**src/rtl/sobel_row_fetch_pkg.sv**
```systemverilog
// Shared definitions for the Sobel row fetcher.
// Contents:
//   - `NUM_SOBEL_ACCELERATORS / `SOBEL_IDATA_WIDTH defaults (overridable on the command line)
//   - cfg field widths, FSM state encodings
//   - cfg validity check and saturating increment helpers
// Optional feature macro used by the top: SOBEL_ROW_FETCH_PERF_EN.

`ifndef NUM_SOBEL_ACCELERATORS
`define NUM_SOBEL_ACCELERATORS 8
`endif

`ifndef SOBEL_IDATA_WIDTH
`define SOBEL_IDATA_WIDTH ((`NUM_SOBEL_ACCELERATORS + 2) * 8)
`endif

package sobel_row_fetch_pkg;

  localparam int NUM_SOBEL_ACCELERATORS = `NUM_SOBEL_ACCELERATORS;
  localparam int SOBEL_IDATA_WIDTH      = `SOBEL_IDATA_WIDTH;

  localparam int CFG_CNT_W = 16;
  localparam int STATE_W   = 3;

  localparam logic [STATE_W-1:0] ST_IDLE = 3'd0;
  localparam logic [STATE_W-1:0] ST_REQ  = 3'd1;
  localparam logic [STATE_W-1:0] ST_WAIT = 3'd2;
  localparam logic [STATE_W-1:0] ST_EMIT = 3'd3;
  localparam logic [STATE_W-1:0] ST_DONE = 3'd4;

  // A 3-row window needs at least three rows, and there must be a strip to walk.
  function automatic logic cfg_is_valid(input logic [CFG_CNT_W-1:0] num_rows,
                                        input logic [CFG_CNT_W-1:0] num_strips);
    return (num_rows >= 16'd3) && (num_strips != '0);
  endfunction

  function automatic logic [31:0] sat_inc32(input logic [31:0] v);
    return (v == 32'hFFFF_FFFF) ? v : v + 32'd1;
  endfunction

endpackage

```
**src/rtl/sobel_row_window.sv**
```systemverilog
// Three-row sliding window plus fill counter.
// Ports:
//   clk, rst_n            clock, async active-low reset
//   clr                   restart the fill count (row contents are kept)
//   shift_en, shift_data  push a new bottom row; rows move up by one
//   row1/row2/row3        oldest / middle / newest row
//   fill                  rows pushed since clr, saturating at 3

module sobel_row_window #(
  parameter int W = 80
) (
  input  logic         clk,
  input  logic         rst_n,
  input  logic         clr,
  input  logic         shift_en,
  input  logic [W-1:0] shift_data,
  output logic [W-1:0] row1,
  output logic [W-1:0] row2,
  output logic [W-1:0] row3,
  output logic [1:0]   fill
);

  always_ff @(posedge clk or negedge rst_n) begin
    if (!rst_n) begin
      row1 <= '0;
      row2 <= '0;
      row3 <= '0;
      fill <= '0;
    end else begin
      if (shift_en) begin
        row1 <= row2;
        row2 <= row3;
        row3 <= shift_data;
      end
      // Rows from a previous strip stay in place; only fill gates their use.
      if (clr) begin
        fill <= '0;
      end else if (shift_en && (fill != 2'd3)) begin
        fill <= fill + 2'd1;
      end
    end
  end

endmodule

```
**src/rtl/sobel_row_fetch.sv**
```systemverilog
// Sobel row fetcher: walks the image strip-major, fetching NUM_ACC+2 pixel
// row segments, and presents each full 3-row window with valid/ready.
// Ports:
//   clk, reset_n                      clock, async active-low reset
//   ctl2srow_*                        start pulse and image configuration
//   srow2ctl_busy/done/cfg_err        status towards the controller
//   srow2smem_rd_req/rd_addr          single-outstanding read request
//   smem2srow_rd_valid/rd_data        read return
//   srow2sacc_row1/2/3_data, valid    window towards the accelerator core
//   sacc2srow_ready                   window accepted
//   srow2dbg_state                    current FSM state
//   srow2ctl_busy/stall_cycles        perf counters (SOBEL_ROW_FETCH_PERF_EN only)
// Handshake: a window transfers on a cycle where valid && ready are both high;
// valid stays high with stable rows until then, and ready alone does nothing.
// Outputs are registered one cycle behind the FSM state, so the first valid
// of a strip shows two cycles after its third read return, and done shows two
// cycles after a rejected start.

module sobel_row_fetch
  import sobel_row_fetch_pkg::*;
#(
  parameter int NUM_ACC     = NUM_SOBEL_ACCELERATORS,
  parameter int IDATA_WIDTH = SOBEL_IDATA_WIDTH,
  parameter int ADDR_WIDTH  = 32
) (
  input  logic                   clk,
  input  logic                   reset_n,
  input  logic                   ctl2srow_start,
  input  logic [ADDR_WIDTH-1:0]  ctl2srow_base_addr,
  input  logic [ADDR_WIDTH-1:0]  ctl2srow_row_stride,
  input  logic [CFG_CNT_W-1:0]   ctl2srow_num_rows,
  input  logic [CFG_CNT_W-1:0]   ctl2srow_num_strips,
  output logic                   srow2ctl_busy,
  output logic                   srow2ctl_done,
  output logic                   srow2ctl_cfg_err,
`ifdef SOBEL_ROW_FETCH_PERF_EN
  output logic [31:0]            srow2ctl_busy_cycles,
  output logic [31:0]            srow2ctl_stall_cycles,
`endif
  output logic                   srow2smem_rd_req,
  output logic [ADDR_WIDTH-1:0]  srow2smem_rd_addr,
  input  logic                   smem2srow_rd_valid,
  input  logic [IDATA_WIDTH-1:0] smem2srow_rd_data,
  output logic [IDATA_WIDTH-1:0] srow2sacc_row1_data,
  output logic [IDATA_WIDTH-1:0] srow2sacc_row2_data,
  output logic [IDATA_WIDTH-1:0] srow2sacc_row3_data,
  output logic                   srow2sacc_valid,
  input  logic                   sacc2srow_ready,
  output logic [STATE_W-1:0]     srow2dbg_state
);

  logic [STATE_W-1:0]    state, next_state;
  logic [CFG_CNT_W-1:0]  cfg_rows, cfg_strips;
  logic [ADDR_WIDTH-1:0] cfg_stride;
  logic [CFG_CNT_W-1:0]  row_cnt, strip_cnt;
  // Addresses are kept incrementally: strip_base = base + strip*NUM_ACC,
  // row_addr = strip_base + row*stride, both wrapping modulo 2^ADDR_WIDTH.
  logic [ADDR_WIDTH-1:0] strip_base, row_addr;
  logic [1:0]            fill;

  logic start_acc, cfg_ok, fetch_ret, handshake, strip_end, last_strip, new_strip;

  assign cfg_ok     = cfg_is_valid(ctl2srow_num_rows, ctl2srow_num_strips);
  assign start_acc  = (state == ST_IDLE) && ctl2srow_start;
  assign fetch_ret  = (state == ST_WAIT) && smem2srow_rd_valid;
  assign handshake  = (state == ST_EMIT) && srow2sacc_valid && sacc2srow_ready;
  assign strip_end  = !(row_cnt < cfg_rows);
  assign last_strip = ((strip_cnt + 16'd1) == cfg_strips);
  assign new_strip  = handshake && strip_end && !last_strip;

  always_comb begin
    next_state = state;
    case (state)
      ST_IDLE: if (ctl2srow_start) next_state = cfg_ok ? ST_REQ : ST_DONE;
      ST_REQ:  next_state = ST_WAIT;
      // fill is the pre-shift count: 2 means this return completes the window.
      ST_WAIT: if (smem2srow_rd_valid) next_state = (fill >= 2'd2) ? ST_EMIT : ST_REQ;
      ST_EMIT: if (handshake) next_state = (strip_end && last_strip) ? ST_DONE : ST_REQ;
      ST_DONE: next_state = ST_IDLE;
      default: next_state = ST_IDLE;
    endcase
  end

  always_ff @(posedge clk or negedge reset_n) begin
    if (!reset_n) begin
      state            <= ST_IDLE;
      cfg_rows         <= '0;
      cfg_strips       <= '0;
      cfg_stride       <= '0;
      row_cnt          <= '0;
      strip_cnt        <= '0;
      strip_base       <= '0;
      row_addr         <= '0;
      srow2ctl_busy    <= 1'b0;
      srow2ctl_done    <= 1'b0;
      srow2ctl_cfg_err <= 1'b0;
      srow2sacc_valid  <= 1'b0;
    end else begin
      state           <= next_state;
      // Busy drops in the same cycle done rises.
      srow2ctl_busy   <= (next_state != ST_IDLE);
      srow2ctl_done   <= (state == ST_DONE);
      srow2sacc_valid <= (state == ST_EMIT) && !handshake;
      if (start_acc) begin
        srow2ctl_cfg_err <= !cfg_ok;
        cfg_rows         <= ctl2srow_num_rows;
        cfg_strips       <= ctl2srow_num_strips;
        cfg_stride       <= ctl2srow_row_stride;
        row_cnt          <= '0;
        strip_cnt        <= '0;
        strip_base       <= ctl2srow_base_addr;
        row_addr         <= ctl2srow_base_addr;
      end
      if (fetch_ret) begin
        row_cnt  <= row_cnt + 16'd1;
        row_addr <= row_addr + cfg_stride;
      end
      if (new_strip) begin
        strip_cnt  <= strip_cnt + 16'd1;
        row_cnt    <= '0;
        strip_base <= strip_base + ADDR_WIDTH'(NUM_ACC);
        row_addr   <= strip_base + ADDR_WIDTH'(NUM_ACC);
      end
    end
  end

  assign srow2smem_rd_req  = (state == ST_REQ);
  assign srow2smem_rd_addr = srow2smem_rd_req ? row_addr : '0;
  assign srow2dbg_state    = state;

  sobel_row_window #(
    .W (IDATA_WIDTH)
  ) u_window (
    .clk        (clk),
    .rst_n      (reset_n),
    .clr        (start_acc || new_strip),
    .shift_en   (fetch_ret),
    .shift_data (smem2srow_rd_data),
    .row1       (srow2sacc_row1_data),
    .row2       (srow2sacc_row2_data),
    .row3       (srow2sacc_row3_data),
    .fill       (fill)
  );

`ifdef SOBEL_ROW_FETCH_PERF_EN
  always_ff @(posedge clk or negedge reset_n) begin
    if (!reset_n) begin
      srow2ctl_busy_cycles  <= '0;
      srow2ctl_stall_cycles <= '0;
    end else if (start_acc) begin
      srow2ctl_busy_cycles  <= '0;
      srow2ctl_stall_cycles <= '0;
    end else begin
      if (srow2ctl_busy) begin
        srow2ctl_busy_cycles <= sat_inc32(srow2ctl_busy_cycles);
      end
      if ((state == ST_WAIT) || ((state == ST_EMIT) && !sacc2srow_ready)) begin
        srow2ctl_stall_cycles <= sat_inc32(srow2ctl_stall_cycles);
      end
    end
  end
`endif

endmodule

```
**config.mk**
```make
export PLATFORM = sky130hd
export DESIGN_NAME = sobel_row_fetch
export DESIGN_NICKNAME = d
export VERILOG_FILES = /design/src/rtl/sobel_row_fetch_pkg.sv /design/src/rtl/sobel_row_window.sv /design/src/rtl/sobel_row_fetch.sv
export SDC_FILE = /design/constraint.sdc
export NUM_CORES = 1
export LEC_CHECK = 0
export BUFFER_PORTS_ARGS = -buffer_cell sky130_fd_sc_hd__buf_2
export CORE_MARGIN = 10
export CORE_UTILIZATION = 43
export DETAILED_ROUTE_END_ITERATION = 7
export MAX_ROUTING_LAYER = met4
export PLACE_DENSITY = 0.69
export SLEW_MARGIN = 40
export SYNTH_ARGS = -nofsm -noshare
export SYNTH_HDL_FRONTEND = slang
export SYNTH_SLANG_ARGS = --single-unit
```
**constraint.sdc**
```tcl
create_clock -name clk -period 3.1 [get_ports clk]
set_input_delay 0.62 -clock clk [delete_from_list [all_inputs] [get_ports clk]]
set_output_delay 0.62 -clock clk [all_outputs]
set_load 0.01 [all_outputs]
```
==> results.py <==
metrics = {
    "run_status": {
        "status": "finished with violations",
        "violations": "negative setup slack",
    },
    "routing": {
        "wirelength_um": 71000,
        "drc": 0,
        "via_per_inst": 5.32,
        "vias": 18800,
        "drtIter0Drc": 1741,
        "avgRoutedWirePerCell_um": 20.1,
        "antenna_left": 0,
        "dr.pass1.iters": 5,
    },
    "worst_setup_path": {
        "cp_top_family": "compound AO/OA/AOI/OAI gates",
        "critPathMaxFanout": 2,
        "setup.worst_path.class": "register to register",
        "cp_slowest_cell": "or4_1",
        "arrival_ps": 3690,
        "cp-start-kind": "register",
        "path_cells": "ha_2, inv_2, fa_2, nor2b_2, o31a_1, o211ai_1, a211oi_2, o2111ai_2, a31oi_2, buf_4, nor3b_1, or4_1, a211o_1",
        "critPathBufInv": 2,
        "critPathRequiredTime_ps": 3560,
        "end_kind": "register",
        "critPathMaxStageDelay_ps": 420,
    },
    "cells_and_area": {
        "nets": 3135,
        "instances_no_fill": 3540,
        "drive_gt1_share_pct": 25.1,
        "syn_to_final_growth_pct": 29.4,
        "fillers": 4201,
        "stdcell_area_sq_um": 25600,
    },
    "global_routing": {
        "grt_pass1_wl_um": 107000,
        "overflow": 0,
        "grt_pass1_vias": 18600,
        "gr-usage-all-layers_pct": 25.6,
        "grt_max_degree": 88,
        "grt_antenna_before_repair": 13,
    },
    "synthesis": {
        "synth_cell_types": 70,
        "ys_async_sr_fraction_pct": 100,
        "synth_seq_cells": 409,
        "avgSynthCellArea_sq_um": 8.40,
        "yosysSeqAreaShare_pct": 51.7,
        "yosys_warnings": 0,
        "ys.flop_type": "dfrtp_1",
        "synth_edf_count": 0,
        "synthesis.area_sq_um": 19800,
        "synth_nets": 2591,
        "synthCells": 2358,
    },
    "timing": {
        "tightestPinTransition_ps": 580,
        "finalHoldViolations": 0,
        "tns_ps": -135,
        "slew_violations": 0,
        "finalCriticalPeriod_ps": 3240,
        "setup_viol": 1,
        "worst_slack_ps": -135,
        "fin_skew_ps": 20.4,
        "rsz0062_at_grt": "yes",
        "fmax_ghz": 0.309,
        "max-slew-margin-rel_pct": 61.3,
        "period_share_pct": 104,
    },
    "clock_network": {
        "cts_tree": "yes",
        "clock_sinks": 409,
        "numCtsBuffers": 46,
        "clk_pin_slew_ps": 60,
        "cts_buffer_depth": 3,
        "cts_root_buf": "clkbuf_16",
        "clock_latency_ps": 590,
        "htree_levels": 2,
    },
    "floorplan": {
        "initial_utilization_pct": 43.5,
        "rows": 78,
        "core-area_sq_um": 45500,
        "die_y_um": 235,
        "dieArea_sq_um": 55000,
        "io_pins": 461,
        "die_w_um": 235,
    },
    "placement": {
        "dpl.hpwl_um": 52200,
        "dpl_cell_area_sq_um": 23700,
        "dp_slack_ps": -346,
        "place.gp.congestion": 0.999,
        "dp_cells": 3441,
        "io_buffers": 460,
    },
    "run": {
        "drv_cap": 0,
    },
    "pwr": {
        "power_mw": 26.8,
        "powerDensity_nw_per_um2": 1040,
        "p_leak_nw": 13.8,
        "peakVddDrop_v": 0.000641,
    },
    "worst_hold_path": {
        "hold_class": "input port to register",
    },
}
==> layout make-up <==
| cell class | instances | area, sq um | area share [%] |
|---|---|---|---|
| sequential | 409 | 10200 | 39.9 |
| multi-input combinational | 1783 | 9100 | 35.5 |
| timing repair buffer | 624 | 3860 | 15.1 |
| clock buffer | 65 | 1320 | 5.16 |
| tap | 600 | 751 | 2.93 |
| clock inverter | 13 | 195 | 0.762 |
| inverter | 38 | 143 | 0.557 |
| antenna | 8 | 20.0 | 0.0781 |
==> registers in the layout, summed over array words and instances, names as in the netlist <==
signal / flops
srow2sacc_valid: 1
strip_base: 32
u_window.row3: 80
u_window.row2: 80
u_window.row1: 80
cfg_rows: 16
strip_cnt: 16
u_window.fill: 2
srow2ctl_cfg_err: 1
srow2ctl_busy: 1
cfg_strips: 16
srow2dbg_state: 3
cfg_stride: 32
row_cnt: 16
row_addr: 32
srow2ctl_done: 1
==> cells by family after synthesis <==
logic type | after synthesis | synth area share, %
mux | 2 | 0.101
buf+inv | 166 | 3.21
compound gates | 357 | 11.4
simple gates | 1306 | 27.4
fa+ha+maj | 52 | 3.32
xor+xnor | 66 | 2.92
flops | 409 | 51.7
==> metal layers <==
metal / global-route usage, % / part of all wire (%) / vias up
met3: 7.60 / 8.9 / 129
met1: 31.1 / 40 / 9106
li1: - / - / 8894
met5: - / 0 / -
met4: 9.21 / 3.4 / 0
met2: 40.1 / 47 / 703
==> worst min-delay path, stage by stage <==
cell and delay (ps):
buf_2 70, nand2_1 40, nand2_1 40
==> cell usage in the layout (no fill, tap or decap), types with 30 or more instances in the layout <==
cell type	n
a21oi_1	70
and2_1	37
buf_2	459
buf_4	136
clkbuf_16	49
dfrtp_1	409
ha_1	50
inv_1	37
nand2_1	1015
nand3_1	38
nor2_1	82
o21ai_0	122
xnor2_1	36
xor2_1	30
==> final timing paths <==
| check | from | endpoint | slack [ps] | cells past startpoint |
|---|---|---|---|---|
| min in group asynchronous | reset_n | cfg_stride[4] | 580 | 2 |
| max reg2reg | row_addr[0] | row_addr[30] | -140 | 13 |
| max | row_addr[0] | row_addr[30] | -140 | 13 |
| min | smem2srow_rd_data[16] | u_window.row3[16] | 220 | 3 |
| max in group asynchronous | reset_n | u_window.row3[56] | 1510 | 4 |
| min reg2reg | u_window.row1[17] | u_window.row1[17] | 470 | 2 |
==> what timing repair did <==
item	in CTS	in global routing
setup buffers	2	6
cloned	1	3
gates resized for setup	14	46
pin swaps	9	14
endpoints found under the setup margin	17	64
endpoints found under the hold margin	14	0
hold buffers	1	0
==> metrics by stage <==
| stage | utilization, % | hold slack (ps) |
|---|---|---|
| after global placement | 52.1 | 454 |
| after CTS | 55.7 | 186 |
| after global routing | 56.3 | 205 |
| after detailed placement | 52.1 | 457 |
| after floorplan | - | 324 |
| final | 56.3 | 223 |
==> cells in the mapped netlist (all sizes together), types with 4 or more instances <==
cell        n  share of area [%]
a211o       7               0.31
a211oi     12               0.46
a21o       14               0.53
a21oi      73                1.8
a221o       8               0.40
a221oi      5               0.22
a31oi      11               0.35
and2       44                1.4
and3       21               0.66
and4        6               0.27
buf        16               0.37
clkbuf    112                2.1
dfrtp     409                 52
ha         51                3.2
inv        38               0.72
nand2    1015                 19
nand2b      7               0.22
nand3      39               0.99
nand3b      5               0.19
nand4      21               0.66
nor2       86                1.7
nor2b       9               0.28
nor3       15               0.38
nor3b      10               0.38
nor4        8               0.25
o2111ai     6               0.27
o211ai     19               0.72
o21a        6               0.23
o21ai     133                3.4
o21bai      4               0.15
o22ai      10               0.32
o311ai      7               0.31
o31ai      11               0.42
or2         4               0.13
or3         7               0.22
xnor2      36                1.6
xor2       30                1.3
==> where the power goes <==
group / internal (mW) / total, mW / switching (mW)
sequential: 7.49 / 9.28 / 1.78
combinational: 4.86 / 11.9 / 7.03
clock: 3.30 / 5.59 / 2.28
total: 15.7 / 26.8 / 11.1
Power figures use the tool's default switching activity.
